[config.mk]
export PLATFORM = sky130hd
export DESIGN_NAME = qmca_trig_ctrl
export DESIGN_NICKNAME = d
export VERILOG_FILES = /design/src/rtl/qmca_trig_ctrl.sv
export SDC_FILE = /design/constraint.sdc
export NUM_CORES = 1
export LEC_CHECK = 0
export CAP_MARGIN = 20
export CORE_MARGIN = 1
export CORE_UTILIZATION = 35
export CTS_CLUSTER_DIAMETER = 80
export CTS_CLUSTER_SIZE = 24
export DETAILED_ROUTE_END_ITERATION = 10
export MAX_ROUTING_LAYER = met4
export SKIP_CTS_REPAIR_TIMING = 1
export SYNTH_ARGS = -nofsm -noshare
export SYNTH_HDL_FRONTEND = slang
export SYNTH_SLANG_ARGS = --single-unit
[constraint.sdc]
create_clock -name CLK -period 5.3 [get_ports CLK]
set_input_delay 0.795 -clock CLK [delete_from_list [all_inputs] [get_ports CLK]]
set_output_delay 0.795 -clock CLK [all_outputs]
set_load 0.05 [all_outputs]
[src/rtl/qmca_trig_ctrl.sv]
// Trigger sequencer for the qMCA pulse-height path: one trigger per pulse with
// threshold hysteresis, hold-off, peak capture, accepted/missed counting and a trigger limit.
module qmca_trig_ctrl #(
    parameter int ADC_WIDTH  = 14,
    parameter int HOLD_WIDTH = 16
) (
    input  logic                  CLK,
    input  logic                  RST,
    input  logic                  ENABLE,
    input  logic [ADC_WIDTH-1:0]  ADC_IN,
    input  logic [ADC_WIDTH-1:0]  TH,
    input  logic [ADC_WIDTH-1:0]  HYST,
    input  logic [HOLD_WIDTH-1:0] HOLDOFF,
    input  logic [15:0]           MAX_TRIG,
    input  logic                  RX_BUSY,
    output logic                  TRIGGER,
    output logic [ADC_WIDTH-1:0]  PEAK,
    output logic                  PEAK_VALID,
    output logic [15:0]           TRIG_CNT,
    output logic [15:0]           MISSED_CNT,
    output logic [2:0]            STATE,
    output logic                  DONE
);

    typedef enum logic [2:0] {
        S_IDLE  = 3'd0,
        S_ARMED = 3'd1,
        S_ABOVE = 3'd2,
        S_HOLD  = 3'd3,
        S_DONE  = 3'd4
    } state_t;

    state_t                state_q, state_d;
    logic                  below_q, below_d;
    logic [ADC_WIDTH-1:0]  run_peak_q, run_peak_d;
    logic [ADC_WIDTH-1:0]  peak_q, peak_d;
    logic                  trigger_q, trigger_d;
    logic                  peak_valid_q, peak_valid_d;
    logic [15:0]           trig_cnt_q, trig_cnt_d;
    logic [15:0]           missed_cnt_q, missed_cnt_d;
    logic [HOLD_WIDTH-1:0] hold_cnt_q, hold_cnt_d;
    logic                  done_q, done_d;
    logic [ADC_WIDTH-1:0]  tl;

    assign tl = (TH > HYST) ? TH - HYST : '0;

    always_comb begin
        state_d      = state_q;
        below_d      = below_q;
        run_peak_d   = run_peak_q;
        peak_d       = peak_q;
        trigger_d    = 1'b0;
        peak_valid_d = 1'b0;
        trig_cnt_d   = trig_cnt_q;
        missed_cnt_d = missed_cnt_q;
        hold_cnt_d   = hold_cnt_q;

        if (!ENABLE) begin
            // Disabling drops any pulse in progress; counters are left for software to read.
            state_d = S_IDLE;
        end else begin
            case (state_q)
                S_IDLE: begin
                    state_d      = S_ARMED;
                    trig_cnt_d   = '0;
                    missed_cnt_d = '0;
                    below_d      = 1'b0;
                end
                S_ARMED: begin
                    if (ADC_IN > TH && below_q) begin
                        if (!RX_BUSY) begin
                            trigger_d  = 1'b1;
                            trig_cnt_d = trig_cnt_q + 16'd1;
                            run_peak_d = ADC_IN;
                            state_d    = S_ABOVE;
                        end else begin
                            if (missed_cnt_q != '1)
                                missed_cnt_d = missed_cnt_q + 16'd1;
                            below_d = 1'b0;
                        end
                    end else if (ADC_IN <= tl) begin
                        below_d = 1'b1;
                    end
                end
                S_ABOVE: begin
                    if (ADC_IN > tl) begin
                        if (ADC_IN > run_peak_q)
                            run_peak_d = ADC_IN;
                    end else begin
                        peak_valid_d = 1'b1;
                        peak_d       = run_peak_q;
                        if (MAX_TRIG != '0 && trig_cnt_q == MAX_TRIG) begin
                            state_d = S_DONE;
                        end else if (HOLDOFF != '0) begin
                            state_d    = S_HOLD;
                            hold_cnt_d = HOLDOFF;
                        end else begin
                            // The fall sample is already below TL, so re-arm immediately.
                            state_d = S_ARMED;
                            below_d = 1'b1;
                        end
                    end
                end
                S_HOLD: begin
                    // <= 1 rather than == 1 so a zero count can never stall here.
                    if (hold_cnt_q <= HOLD_WIDTH'(1)) begin
                        state_d = S_ARMED;
                        below_d = 1'b0;
                    end else begin
                        hold_cnt_d = hold_cnt_q - HOLD_WIDTH'(1);
                    end
                end
                S_DONE: state_d = S_DONE;
                default: state_d = S_IDLE;
            endcase
        end
        done_d = (state_d == S_DONE);
    end

    always_ff @(posedge CLK) begin
        if (RST) begin
            state_q      <= S_IDLE;
            below_q      <= 1'b0;
            run_peak_q   <= '0;
            peak_q       <= '0;
            trigger_q    <= 1'b0;
            peak_valid_q <= 1'b0;
            trig_cnt_q   <= '0;
            missed_cnt_q <= '0;
            hold_cnt_q   <= '0;
            done_q       <= 1'b0;
        end else begin
            state_q      <= state_d;
            below_q      <= below_d;
            run_peak_q   <= run_peak_d;
            peak_q       <= peak_d;
            trigger_q    <= trigger_d;
            peak_valid_q <= peak_valid_d;
            trig_cnt_q   <= trig_cnt_d;
            missed_cnt_q <= missed_cnt_d;
            hold_cnt_q   <= hold_cnt_d;
            done_q       <= done_d;
        end
    end

    assign TRIGGER    = trigger_q;
    assign PEAK       = peak_q;
    assign PEAK_VALID = peak_valid_q;
    assign TRIG_CNT   = trig_cnt_q;
    assign MISSED_CNT = missed_cnt_q;
    assign STATE      = state_q;
    assign DONE       = done_q;

endmodule

==> results.cfg, run 1 <==
[timing]
fin_skew_ns = 0.008417
fmax_mhz = 198.7
rsz0062_at_grt = false
maxSlewViolCount = 0
slew_headroom_pct = 39.03
fin_crit_ns = 5.034
setup_viol = 0
hold_viol = 0
fin_crit_sh_pct = 94.97
setup_tns_ns = 0
worstMarginPinSlew_ns = 0.9119

[cts]
cts.sinks = 83
clock_latency_ns = 0.35
ctsLongestPathBuffers = 2
htreeDepth = 3
cts_tree = done
cts.clk_slew.worst_paths_ns = 0.06
numCtsBuffers = 9
clock-root-buffer = clkbuf_16

[layout]
final_nets = 1020
layout-area-overhead-vs-synth_pct = 35.96
final_layout_size_suffix_gt1_share_pct = 7.788
fillers = 1604
n_antenna_cell = 0
utilization_pct = 49.38

[logic_synthesis]
synth_area_leader_cell = dfxtp_1
syn_area_um2 = 5853
synth_nets = 870
async_reset_ff_share_pct = 0
synth-compound-area-share_pct = 16.93
synth-xor-area-share_pct = 7.033
synth_edf_count = 0
ys_seq_area_share_pct = 28.39
ys_warn_count = 0
synth.ff_latch_count = 83
yosys.area_share.adder_pct = 13.17
syn_area_per_cell_um2 = 8.007
muxShareOfSynthArea_pct = 4.959
synth_simple_gate_area_share_pct = 23.30
synth_top_family_by_area = simple AND/OR/NAND/NOR gates
synth_flop_cell = dfxtp_1
synth_top_area_share_pct = 28.39
ys_top_cells_by_area = dfxtp_1, ha_1, xnor2_1
post_synth_num_cell_types = 69
synthCells = 731

[power]
swShare_pct = 24.99
pwr-share-seq_pct = 37.2
power_switching_mw = 0.4236
combPwrFrac_pct = 20.2
p_clk_share_pct = 42.6
p_int_mw = 1.272
ir_drop_mv = 0.1594
power_density_nw_per_um2 = 213.0
p_leak_nw = 2.920

[floorplanning]
start_util_pct = 36.32
std_cell_rows = 46
fp.dieArea_um2 = 17240
coreArea_um2 = 16120
num_io_pins = 130
die_h_um = 131.3
die_w_um = 131.3

[critical_path]
path_max_fanout = 4
path_depth = 22
cp-start-kind = input pin
worst-path-buf-inv = 4
cpPeakStageDelay_ns = 0.56
rr_worst_depth = 8
cp-end-kind = register
cp_slowest_cell = or4_4
crit_arrival_ns = 5.26
path_cells = clkdlybuf4s50_1, inv_1, ha_1, fa_2, nor2b_2, o21ai_2, a21oi_2, o31ai_1, o2111ai_1, a21oi_1, buf_4, or3_1, ha_1, nand2_1, or4_4, o211a_2, a31oi_4, a32oi_4, nor2_4, buf_4, mux2i_1, a21oi_1
criticalPathCategory = input pin to register
cp_top_family = simple AND/OR/NAND/NOR gates
cp.required_ns = 5.52

[place]
place.gp.congestion = 0.8643
io_buffers = 129
hpwl_um = 12570

[outcome]
outcome = complete, no violations

[global_routing]
grt_use_total_pct = 19.27
grt_pass1_wl_um = 26440
overflow = 0
grt_max_degree = 30
grt_pass1_vias = 5317
antenna_found_initial = 0

[detailed_routing]
drt-total-wl_um = 16150
drc_errors = 0
top_layer = met4
dr_wl_met2_um = 7509
ant_nets = 0
wire_per_inst_um = 14.65
dr.pass1.iters = 4
vias = 5642
drt_iter0_drc = 228
via_per_inst = 5.120
wl_met3_um = 644
met1_length_um = 7802

[worst_hold_path]
hold_depth = 2
hold_path_class = register to register

[flow_run]
maxCapViolations = 0
[registers in the layout, summed over array words and instances (netlist names), 3 cells and up]
name        count
TRIG_CNT       16
STATE           3
PEAK           14
hold_cnt_q     16
run_peak_q     14
MISSED_CNT     16
[placed cells by master, fill, tap and decap left out, types with 10 or more instances in the layout]
cell type,instances
ha_1,60
o21ai_0,37
nand2_1,55
nand4_1,22
dfxtp_1,83
a21oi_1,50
mux2i_1,29
nor3_1,22
xor2_1,10
inv_1,62
nor2_1,76
nand3_1,31
clkdlybuf4s50_1,129
nor4_1,21
buf_4,27
or3_1,10
xnor2_1,37
[metal layers]
metal / GRT usage, % / up-vias
li1: - / 2934
met1: 24.61 / 2593
met2: 31.29 / 98
met3: 3.627 / 17
met4: 4.651 / 0
met5: - / -
[synthesized netlist by cell type (3+ instances only)]
cell type,instances
xor2_1,10
mux2i_1,29
nand3_1,31
o211ai_1,7
dfxtp_1,83
clkbuf_1,10
nor2b_1,7
buf_6,4
nor4_1,22
inv_1,62
nor2_1,77
or3_1,10
nand4_1,22
xnor2_1,37
nand2_1,55
and3_1,9
o31ai_1,4
nor3_1,22
o2111ai_1,5
o31a_1,4
a211oi_1,4
o21ai_1,3
a31oi_1,3
a21oi_1,51
o21ai_0,39
a21o_1,8
ha_1,60
[power groups by stage]
stage	Sequential (mW)	Clock (mW)	Combinational, mW
6_report	0.631	0.722	0.342
5_1_grt	0.632	0.762	0.380
4_1_cts	0.631	0.741	0.335
3_5_place_dp	0.645	0	0.332
3_3_place_gp	0.645	0	0.331
2_1_floorplan	0.650	0	0.179
[worst min-delay path, stage by stage, from the launching register on]
cell	delay [ns]
dfxtp_1	0.33
nand2_1	0.06
a21oi_1	0.05
[per-stage QoR]
step                      cell area, µm²  instances  total power, mW  setup slack [ns]  hold slack, ns
final                               7958       1102            1.695            0.2665          0.4841
after global routing                7958       1102            1.774          0.002159          0.5037
after CTS                           7875       1099            1.707           0.05965          0.4821
after detailed placement            7531       1083           0.9770           -0.2994          0.4710
after global placement              7531       1083           0.9765           -0.2009          0.4520
after floorplan                     5853        731           0.8287            0.3533          0.4439
[final timing paths]
check	start	end	slack [ns]
worst max-delay path	TH[0]	hold_cnt_q[5]	0.27
worst min-delay path	hold_cnt_q[1]	hold_cnt_q[1]	0.48
worst max register to register	MISSED_CNT[3]	MISSED_CNT[5]	2.85
worst min register to register	hold_cnt_q[1]	hold_cnt_q[1]	0.48
[cell type report]
cell class / instances / area [µm²] / share of cell area (%)
well taps: 216 / 270.3 / 3.396
clock buffers: 12 / 246.5 / 3.097
repair buffers: 160 / 1582 / 19.87
inverters: 62 / 232.7 / 2.925
multi-input cells: 565 / 3867 / 48.60
clock inverters: 4 / 97.59 / 1.226
flip-flops and latches: 83 / 1662 / 20.88
[kinds of logic after synthesis]
logic type	after synthesis
AOI/OAI and AO/OA	154
xor gates and xnor gates	47
adders and majority gates	61
buffers and inverters	83
DFF	83
muxes	29
and+or+nand+nor	274
(Power assumes the default switching activity.)
==> run 2: changes to the inputs <==
--- a/config.mk
+++ b/config.mk
@@ -7,11 +7,12 @@
 export LEC_CHECK = 0
 export CAP_MARGIN = 20
 export CORE_MARGIN = 1
-export CORE_UTILIZATION = 35
+export CORE_UTILIZATION = 47
 export CTS_CLUSTER_DIAMETER = 80
 export CTS_CLUSTER_SIZE = 24
 export DETAILED_ROUTE_END_ITERATION = 10
 export MAX_ROUTING_LAYER = met4
+export PLACE_DENSITY = 0.78
 export SKIP_CTS_REPAIR_TIMING = 1
 export SYNTH_ARGS = -nofsm -noshare
 export SYNTH_HDL_FRONTEND = slang
==> run 2 against run 1 <==
Sequential share of layout area up 0.092 points. Clock power up 0.6%. Clock skew increased by 0.0019 ns. Count of clock-buffer cells in the layout down 2. Highest routed layer unchanged.
==> results.cfg, run 2 (same netlist as run 1, synthesis figures left out) <==
[timing]
fmax_mhz = 194.4
fin_crit_sh_pct = 97.07
worstMarginPinSlew_ns = 0.8944
fin_skew_ns = 0.01027
fin_crit_ns = 5.144
hold_viol = 0
maxSlewViolCount = 0
slew_headroom_pct = 40.21
setup_viol = 0
setup_ws_ns = 0.1555

[floorplanning]
start_util_pct = 48.53
std_cell_rows = 40
num_io_pins = 130
die_w_um = 113.6
fp.dieArea_um2 = 12900
coreArea_um2 = 12060
die_h_um = 113.6

[critical_path]
rr_worst_depth = 9
startpoint = HYST[1]
reg2reg_slack_ns = 2.73
reg2reg_from = hold_cnt_q[8]
cp-start-kind = input pin
cp.required_ns = 5.57
cp-end-kind = register
cp-endpoint = hold_cnt_q[3]
criticalPathCategory = input pin to register
path_max_fanout = 8
timing.rr.end = hold_cnt_q[3]
crit_arrival_ns = 5.41

[global_routing]
grt_pass1_wl_um = 25470
grt_use_total_pct = 24.88
antenna_found_initial = 0
grt_pass1_vias = 5441
overflow = 0
grt_max_degree = 47

[cts]
numCtsBuffers = 9
cts.sinks = 83
ctsLongestPathBuffers = 2
clock_latency_ns = 0.35
cts_tree = done
htreeDepth = 3
cts.clk_slew.worst_paths_ns = 0.07
clock-root-buffer = clkbuf_16

[detailed_routing]
dr.pass1.iters = 5
drc_errors = 0
drt-total-wl_um = 15990
vias = 5877
drt_iter0_drc = 348
via_per_inst = 5.576
wire_per_inst_um = 15.17
ant_nets = 0

[place]
post_dp_cell_area_um2 = 7463
io_buffers = 129
dp.cells = 1034
place.gp.congestion = 0.9260
hpwl_um = 11810
pre_cts_ws_ns = -0.2331

[layout]
fin_cells = 1054
seqCellArea_um2 = 1662
multi_input_area_um2 = 3899
stdcell_area_um2 = 7923
layout_commonest_cell = clkdlybuf4s50_1
n_antenna_cell = 0
final_nets = 1020
utilization_pct = 65.68
final_layout_size_suffix_gt1_share_pct = 8.578
layout_common_cells = clkdlybuf4s50_1, dfxtp_1, nor2_1
fillers = 1041
layout-area-overhead-vs-synth_pct = 35.36

[power]
power_density_nw_per_um2 = 215.2
p_leak_nw = 2.926
ir_drop_mv = 0.1344

[outcome]
outcome = complete, no violations

[flow_run]
maxCapViolations = 0

[worst_hold_path]
hold_path_class = register to register
run 2: changes by cell type in the layout (fill, tap and decap cells not counted), sizes merged:
cell,change
inv,+4
clkbuf,-1
clkinvlp,-1
buf,-1
bufinv,-1
run 2: worst max-delay path, stage by stage:
cell and delay, ns:
clkdlybuf4s50_1 0.48, inv_1 0.05, ha_1 0.27, nor2b_1 0.13, o21a_1 0.20, o21ai_1 0.25, a21oi_2 0.14, a2111oi_1 0.41
o21ai_0 0.16, xor2_1 0.19, nand2_1 0.09, ha_1 0.29, nand4_1 0.18, or4_4 0.55, o211a_2 0.15, a31oi_4 0.21
a32oi_4 0.16, nor2_4 0.26, buf_12 0.15, a21oi_1 0.09, o22ai_1 0.18
run 2: where the power goes:
group | leakage [nW] | switching (mW) | internal (mW) | total, mW
Clock | 0.168 | 0.289 | 0.436 | 0.726
Sequential | 0.669 | 0.00433 | 0.626 | 0.631
Combinational | 2.09 | 0.176 | 0.173 | 0.349
run 2: area by class of cell:
type,instances,share of cell area [%]
Clock buffer,10,3.016
Clock inverter,6,1.263
Inverter,62,2.937
Multi-Input combinational cell,565,49.21
Sequential cell,83,20.97
Tap cell,168,2.653
Timing Repair Buffer,160,19.95
run 2: per-layer routing:
layer  wire length (µm)  track usage, %  share of wire (%)  up-vias
li1                   -               -                  -     2929
met1               7168           31.63                 45     2721
met2               7654           41.02                 48      200
met3                836           2.816                5.2       27
met4                333           8.596                2.1        0
met5                  0               -                  0        -
run 2: per-stage QoR:
stage | power [mW] | hold slack [ns] | setup TNS, ns
global route | 1.771 | 0.5162 | -0.6698
finish | 1.705 | 0.4853 | 0
detailed placement | 0.9730 | 0.4757 | -6.948
CTS | 1.692 | 0.4864 | 0
floorplan | 0.8287 | 0.4439 | 0
global placement | 0.9688 | 0.4568 | -1.060
run 2: how the worst min path moves through the flow:
stage          cells after the start             end            from
2_1_floorplan                      2  hold_cnt_q[12]  hold_cnt_q[12]
3_3_place_gp                       2  hold_cnt_q[12]  hold_cnt_q[12]
3_5_place_dp                       2  hold_cnt_q[12]  hold_cnt_q[12]
4_1_cts                            2  hold_cnt_q[12]  hold_cnt_q[12]
5_1_grt                            2  hold_cnt_q[12]  hold_cnt_q[12]
6_report                           2  hold_cnt_q[11]  hold_cnt_q[11]
